===== src/rtl/load_access_ctrl.sv =====
`default_nettype none
// +----------------------------------------------------------------------------+
// | Module      : load_access_ctrl                                             |
// | Description : Sequences MEM-stage loads onto word-addressed Data Memory.   |
// |               Loads crossing a word boundary take two word reads whose     |
// |               data are merged, shifted and sign/zero extended.             |
// | Config macro: MISALIGN_TRAP_EN - split loads trap instead of being read.   |
// | Revision    : 1.0 - initial release                                        |
// +----------------------------------------------------------------------------+
module load_access_ctrl #(
  parameter int ADDR_W = 32
) (
  input  logic              clk,
  input  logic              rst_n,
  input  logic              req_valid,
  input  logic [ADDR_W-1:0] req_addr,
  input  logic [2:0]        req_type,
  input  logic              flush,
  output logic              mem_req,
  output logic [ADDR_W-3:0] mem_addr,
  input  logic              mem_gnt,
  input  logic [31:0]       mem_rdata,
  output logic              stall,
  output logic              resp_valid,
  output logic [31:0]       resp_data,
  output logic              resp_err
);

  // Register-write mode encodings shared with the core's decoder.
  localparam logic [2:0] NOREGWRITE = 3'd0;
  localparam logic [2:0] LB         = 3'd1;
  localparam logic [2:0] LH         = 3'd2;
  localparam logic [2:0] LW         = 3'd3;
  localparam logic [2:0] LBU        = 3'd4;
  localparam logic [2:0] LHU        = 3'd5;

  localparam logic [ADDR_W-3:0] WORD_ONE = {{(ADDR_W-3){1'b0}}, 1'b1};

  typedef enum logic [2:0] {
    IDLE = 3'd0,
    REQ0 = 3'd1,
    DAT0 = 3'd2,
    REQ1 = 3'd3,
    DAT1 = 3'd4,
    EXT  = 3'd5
  } state_t;

  state_t            state;
  state_t            state_nxt;
  logic [ADDR_W-1:0] addr_q;
  logic [2:0]        type_q;
  logic [31:0]       lo_q;
  logic [31:0]       hi_q;
  logic [31:0]       lo_nxt;
  logic [31:0]       hi_nxt;
  logic              accept;
  logic              split_q;

  // A load needs a second word when its last byte lies in the next word.
  function automatic logic is_split(input logic [1:0] ofs, input logic [2:0] t);
    return ((t == LH || t == LHU) && ofs == 2'd3) || (t == LW && ofs != 2'd0);
  endfunction

  // Little-endian merge of the two words, then width selection and extension.
  function automatic logic [31:0] extend(input logic [2:0] t, input logic [63:0] pair,
                                         input logic [1:0] ofs);
    logic [63:0] w;
    w = pair >> {ofs, 3'b000};
    case (t)
      LB:      return {{24{w[7]}}, w[7:0]};
      LBU:     return {24'b0, w[7:0]};
      LH:      return {{16{w[15]}}, w[15:0]};
      LHU:     return {16'b0, w[15:0]};
      LW:      return w[31:0];
      default: return 32'b0;
    endcase
  endfunction

  assign accept  = req_valid && (req_type != NOREGWRITE) && !flush;
  assign split_q = is_split(addr_q[1:0], type_q);

  // Next values of the read-data holding registers; a flush discards the read.
  assign lo_nxt = (state == DAT0 && !flush) ? mem_rdata : lo_q;
  assign hi_nxt = (state == DAT1 && !flush) ? mem_rdata :
                  (state == DAT0 && !flush) ? 32'b0     : hi_q;

  // Hold the pipeline for any real load until its response cycle; reset forces release.
  assign stall = rst_n && req_valid && (req_type != NOREGWRITE) && !resp_valid;

  // State register.
  always_ff @(posedge clk or negedge rst_n) begin
    if (!rst_n) state <= IDLE;
    else        state <= state_nxt;
  end

  // Next-state decode and memory/response strobes.
  always_comb begin
    state_nxt  = state;
    mem_req    = 1'b0;
    mem_addr   = '0;
    resp_valid = 1'b0;
    case (state)
      IDLE: begin
        if (accept) begin
`ifdef MISALIGN_TRAP_EN
          state_nxt = is_split(req_addr[1:0], req_type) ? EXT : REQ0;
`else
          state_nxt = REQ0;
`endif
        end
      end
      REQ0: begin
        mem_req  = 1'b1;
        mem_addr = addr_q[ADDR_W-1:2];
        if (mem_gnt) state_nxt = DAT0;
      end
      DAT0: state_nxt = split_q ? REQ1 : EXT;
      REQ1: begin
        mem_req  = 1'b1;
        mem_addr = addr_q[ADDR_W-1:2] + WORD_ONE;
        if (mem_gnt) state_nxt = DAT1;
      end
      DAT1: state_nxt = EXT;
      EXT: begin
        resp_valid = 1'b1;
        state_nxt  = IDLE;
      end
      default: state_nxt = IDLE;
    endcase
    // An abort wins over everything; a read granted this cycle still goes out.
    if (flush) begin
      state_nxt  = IDLE;
      resp_valid = 1'b0;
    end
  end

  // Request capture, read-data holding and the registered result.
  always_ff @(posedge clk or negedge rst_n) begin
    if (!rst_n) begin
      addr_q    <= '0;
      type_q    <= NOREGWRITE;
      lo_q      <= 32'b0;
      hi_q      <= 32'b0;
      resp_data <= 32'b0;
    end else begin
      if (state == IDLE && accept) begin
        addr_q <= req_addr;
        type_q <= req_type;
      end
      lo_q <= lo_nxt;
      hi_q <= hi_nxt;
      // Entering EXT straight from IDLE only happens for a trapped load.
      if (state_nxt == EXT) begin
        resp_data <= (state == IDLE) ? 32'b0 : extend(type_q, {hi_nxt, lo_nxt}, addr_q[1:0]);
      end
    end
  end

`ifdef MISALIGN_TRAP_EN
  logic err_q;

  // Remember whether the accepted load is a trapped split access.
  always_ff @(posedge clk or negedge rst_n) begin
    if (!rst_n)                      err_q <= 1'b0;
    else if (state == IDLE && accept) err_q <= is_split(req_addr[1:0], req_type);
  end

  assign resp_err = resp_valid && err_q;
`else
  assign resp_err = 1'b0;
`endif

endmodule
`default_nettype wire


===== config.mk =====
export PLATFORM = sky130hd
export DESIGN_NAME = load_access_ctrl
export DESIGN_NICKNAME = d
export VERILOG_FILES = /design/src/rtl/load_access_ctrl.sv
export SDC_FILE = /design/constraint.sdc
export NUM_CORES = 1
export LEC_CHECK = 0
export ABC_AREA = 1
export ABC_CLOCK_PERIOD_IN_PS = 2000
export CELL_PAD_IN_SITES_DETAIL_PLACEMENT = 1
export CELL_PAD_IN_SITES_GLOBAL_PLACEMENT = 1
export CORE_ASPECT_RATIO = 0.6
export CORE_MARGIN = 3
export CORE_UTILIZATION = 34
export DETAILED_ROUTE_END_ITERATION = 10
export HOLD_SLACK_MARGIN = 0.02
export PLACE_DENSITY_LB_ADDON = 0.1
export SLEW_MARGIN = 25
export SYNTH_ARGS = -nofsm -noshare
export SYNTH_HDL_FRONTEND = slang
export SYNTH_SLANG_ARGS = --single-unit

===== constraint.sdc =====
create_clock -name clk -period 2 [get_ports clk]
set_input_delay 0.6 -clock clk [delete_from_list [all_inputs] [get_ports clk]]
set_output_delay 0.6 -clock clk [all_outputs]
set_load 0.005 [all_outputs]

* Yosys cells after proc, flatten, opt, wreduce, memory -nomap -nowiden *
Cells that the tools add are included.

word-level totals
  register bits after elaboration = 134
  input bits = 72

operators by class
  $add $sub $neg = 1
  eq/ne operators = 12
  shift-type cells = 1
  multiplexer cells = 15
  reduce and logical (&&, ||, !) cells = 18

operators by type and width
  kind                   count
  $pmux 32 s5            1
  $mux 32                4
  $shr 64x5->32          1
  $pmux 30 s2            1
  $add 30x1->30 const B  1
  $eq 3x3->1 const B     5
  $mux 3                 5
  $pmux 3 s5             1
  $eq 3x2->1 const B     4
  $logic_and 1x1->1      10
  $eq 3x1->1 const B     2
  $logic_not 3->1        1
  $mux 1                 3
  $reduce_bool 3->1      1
  $eq 2x2->1 const B     1
  $logic_not 1->1        2
  $logic_or 1x1->1       2
  $reduce_bool 2->1      1
  $reduce_or 2->1        1

* Longest topological paths before layout *
  depth in word-level cells = 8
  gate-level depth with buffers = 15
  gate-level depth less buffers = 13

* Worst setup path before layout *
Ideal clock, no wire load.

  path kind = register -> output
  from = reg addr_q[2]
  to = out mem_addr[22]
  arrival = 1543 ps
  required time = 1400 ps
  path slack = -143 ps
  stages on the path, launching flop included = 11
  cell sequence = dfrtp_1 -> ha_1 -> nand3_1 -> nor3_2 -> nand2_1 -> nor2_2 -> nand3_1 -> nor2_1 -> nand2_1 -> nand3_1 -> o21ai_0

on the way
  cells in the longest elaborated chain, start to end = 2

RTL lines
  item                    RTL line  source
  from (decl)             50        logic [ADDR_W-1:0] addr_q;
  from (signal assigned)  147       addr_q <= req_addr;
  $add 30x1->30           120       mem_addr = addr_q[ADDR_W-1:2] + WORD_ONE;
  $pmux 30 s2             102       case (state)
  to (decl)               20        output logic [ADDR_W-3:0] mem_addr,

No other way between the ends.

* Worst setup path in the final report *
  from = reg addr_q[3]
  to = out mem_addr[22]

Same word-level chain as after synthesis.

==> impl_metrics.yaml <==
global_routing:
  grt_overflow: 0
  grtUsageMet1: 0.4673
  antenna_found_initial: 1
  grt_pass1_wl_mm: 56.44
  grt_max_degree: 94
  grt_pass1_vias: 9536
  met3_usage: 0.09724
  grt_usage: 0.3266
  busiest_layer: "met2"
  grt_util_met2: 0.4748
yosys:
  synth_compound_gate_area_share: 0.07969
  synth-edff-count: 0
  synth_cell_types: 41
  ys_ff_latch: 126
  netlist_area_mm2: 0.007128
  synth-async-reset-ratio: 1.000
  synth_fa_ha_area_frac: 0.001755
  synth_area_per_cell_um2: 7.037
  synth.mux.area_fraction: 0.004739
  synthCells: 1013
  synth_fp_nets: 1086
  synth_top_family_by_area: "simple AND/OR/NAND/NOR gates"
  ys.flop_type: "dfrtp_1"
  yosysWarnings: 0
  ys_seq_area_frac: 0.4423
  yosys.area_share.simple: 0.3953
  synth_xor_area_frac: 0.004915
cts:
  cts_hold_buf: 0
  cts_buffers: 17
  tritoncts: "built"
  path_clk_slew_ps: 60
  clock_sink_count: 126
  clk_latency_ps: 440
  clockBufferDepth: 2
  htreeDepth: 4
  clockRootBuffer: "clkbuf_16"
power_and_ir_drop:
  ir_worst_vdd_v: 0.0009042
  p_per_area_mw_per_mm2: 1066
  p_total_mw: 13.85
  leakagePower_nw: 6.469
critical_path:
  cp-start-kind: "register"
  critical_path_class: "register to output pin"
  path_max_fanout: 3
  crit_arrival_ps: 2430
  required_ps: 1400
  endpoint_kind: "output pin"
placement:
  dp_hpwl_mm: 22.29
  gp_congestion: 0.8880
  place_ws_ps: -851.5
  place_inst: 1544
  io_buffers: 136
finish:
  finalNonFillerCells: 1663
  layout.nets: 1455
  drive_gt1_frac: 0.4122
  filler_cell_count: 2340
  final_util: 0.6409
  diodes: 0
  layout_common_cells: "283 x nand2_1, 176 x buf_4, 123 x dfrtp_1"
  final_common_cell: "nand2_1"
  syn2layout_area_growth_pct: 82.25
timing:
  rsz0062_at_grt: "true"
  hold_viol: 0
  setup_ws_ps: -1025
  slew_violations: 0
  relSlewSlack: 0.4271
  period_needed_ps: 3025
  finClkSkew_ps: 9.528
  max_clock_freq_mhz: 330.6
  fin_crit_sh: 1.513
  setup_viol: 65
  tns_ps: -37270
  worstMarginPinSlew_ps: 854.3
outcome:
  status: "complete, but fails checks"
  violations: "negative setup slack"
flow_run:
  drv_cap: 0
route:
  via_per_inst: 5.787
  route.detailed.drc: 0
  routedWlPerCell_um: 26.27
  drtIter0Drc: 991
  postRouteAntennaNets: 0
  dr.pass1.iters: 5
  wirelength_mm: 43.68
  vias: 9623
die:
  die-width_um: 192.9
  die_h_um: 118.2
  die-area_mm2: 0.02280
  num_rows: 40
  core_area_mm2: 0.02027
  io_pins: 138
  start_util: 0.3517
min_path:
  min_path_type: "input pin to asynchronous set/reset pin"
## cell families (layout without fill, tap and decap cells)
logic type,Yosys count,in the layout
xor gates and xnor gates,4,4
and+or+nand+nor,661,663
AOI/OAI and AO/OA,101,101
muxes,3,3
adders and majority gates,1,1
buffers and inverters,116,491
other,1,1
DFF,126,126
## worst max-delay path: stages (launching register included)
cell and delay [ps]:
dfrtp_1 410, ha_4 170, nand3_4 100, nor3_4 240
buf_6 140, nand2_4 50, nor2_4 160, nand3_4 120
o21ai_1 190, nand3_1 120, o21ai_1 120, buf_2 140
## report_power, final
group          switching [mW]  internal [mW]
sequential              0.500           3.35
clock                    1.22           1.61
combinational            4.26           2.91
total                    5.98           7.87
## final timing paths
| check | to | depth (start not counted) | startpoint | slack, ps |
|---|---|---|---|---|
| setup / recovery | mem_addr[22] | 11 | addr_q[3]$_DFFE_PN0P_ | -1030 |
| hold / removal | hi_q[1]$_DFF_PN0_ | 3 | rst_n | 390 |
| setup reg to reg | resp_data[17]$_DFFE_PN0N_ | 16 | state[2]$_DFF_PN0_ | -580 |
| hold reg to reg | resp_data[30]$_DFFE_PN0N_ | 2 | resp_data[30]$_DFFE_PN0N_ | 480 |
| max in group asynchronous | addr_q[2]$_DFFE_PN0P_ | 3 | rst_n | 1130 |
| min in group clk | resp_data[30]$_DFFE_PN0N_ | 2 | resp_data[30]$_DFFE_PN0N_ | 480 |
## sequential cells by signal, summed over array words and instances (netlist names)
name / count
addr_q: 32
lo_q: 32
resp_data: 32
hi_q: 24
state: 3
type_q: 3
## synth_stat cells (all sizes together), types with 2 or more instances
master  number  area (um^2)
inv         67        251.5
nand4        9        56.30
o31ai        4        30.03
o21ai       64        320.3
o22ai       12        75.07
dfrtp      126         3153
a21oi        7        35.03
o221ai       2        17.52
nand3b       6        45.04
clkbuf      16        60.06
mux2         3        33.78
nor2        78        315.3
nor4         4        25.02
nand3      155        785.8
buf         33        192.7
xor2         3        26.28
a31oi        4        25.02
nor3        17        100.1
o32ai        3        26.28
nand2      388         1461
a22oi        2        15.01
## metal layers
metal / wire, um / share of wire
met5: 13 / 0.00030
met4: 1433 / 0.033
met3: 5266 / 0.12
met2: 19220 / 0.44
met1: 17750 / 0.41
## per-stage QoR
| stage | area [um^2] | hold slack (ps) |
|---|---|---|
| final | 12990 | 386.1 |
| after global routing | 12990 | 436.2 |
| after CTS | 11940 | 403.8 |
| after detailed placement | 10000 | 463.4 |
| after global placement | 9998 | 459.4 |
| after floorplan | 7168 | 304.4 |
## layout make-up
class | count | area [um^2] | share of cell area
clock buffers | 24 | 471.7 | 0.03631
clock inverters | 3 | 15.01 | 0.001156
inverters | 67 | 264.0 | 0.02032
multi-input cells | 773 | 4876 | 0.3753
flip-flops and latches | 126 | 3157 | 0.2430
well taps | 273 | 341.6 | 0.02629
repair buffers | 397 | 3866 | 0.2976
## timing repair
item,4_1_cts,5_1_grt
gates resized for setup,380,167
hold endpoints to repair,0,0
setup endpoints to repair,72,77
gates cloned,8,9
setup buffers,59,30
pin swaps,72,62
No activity file was read; power rests on OpenSTA's default activity.
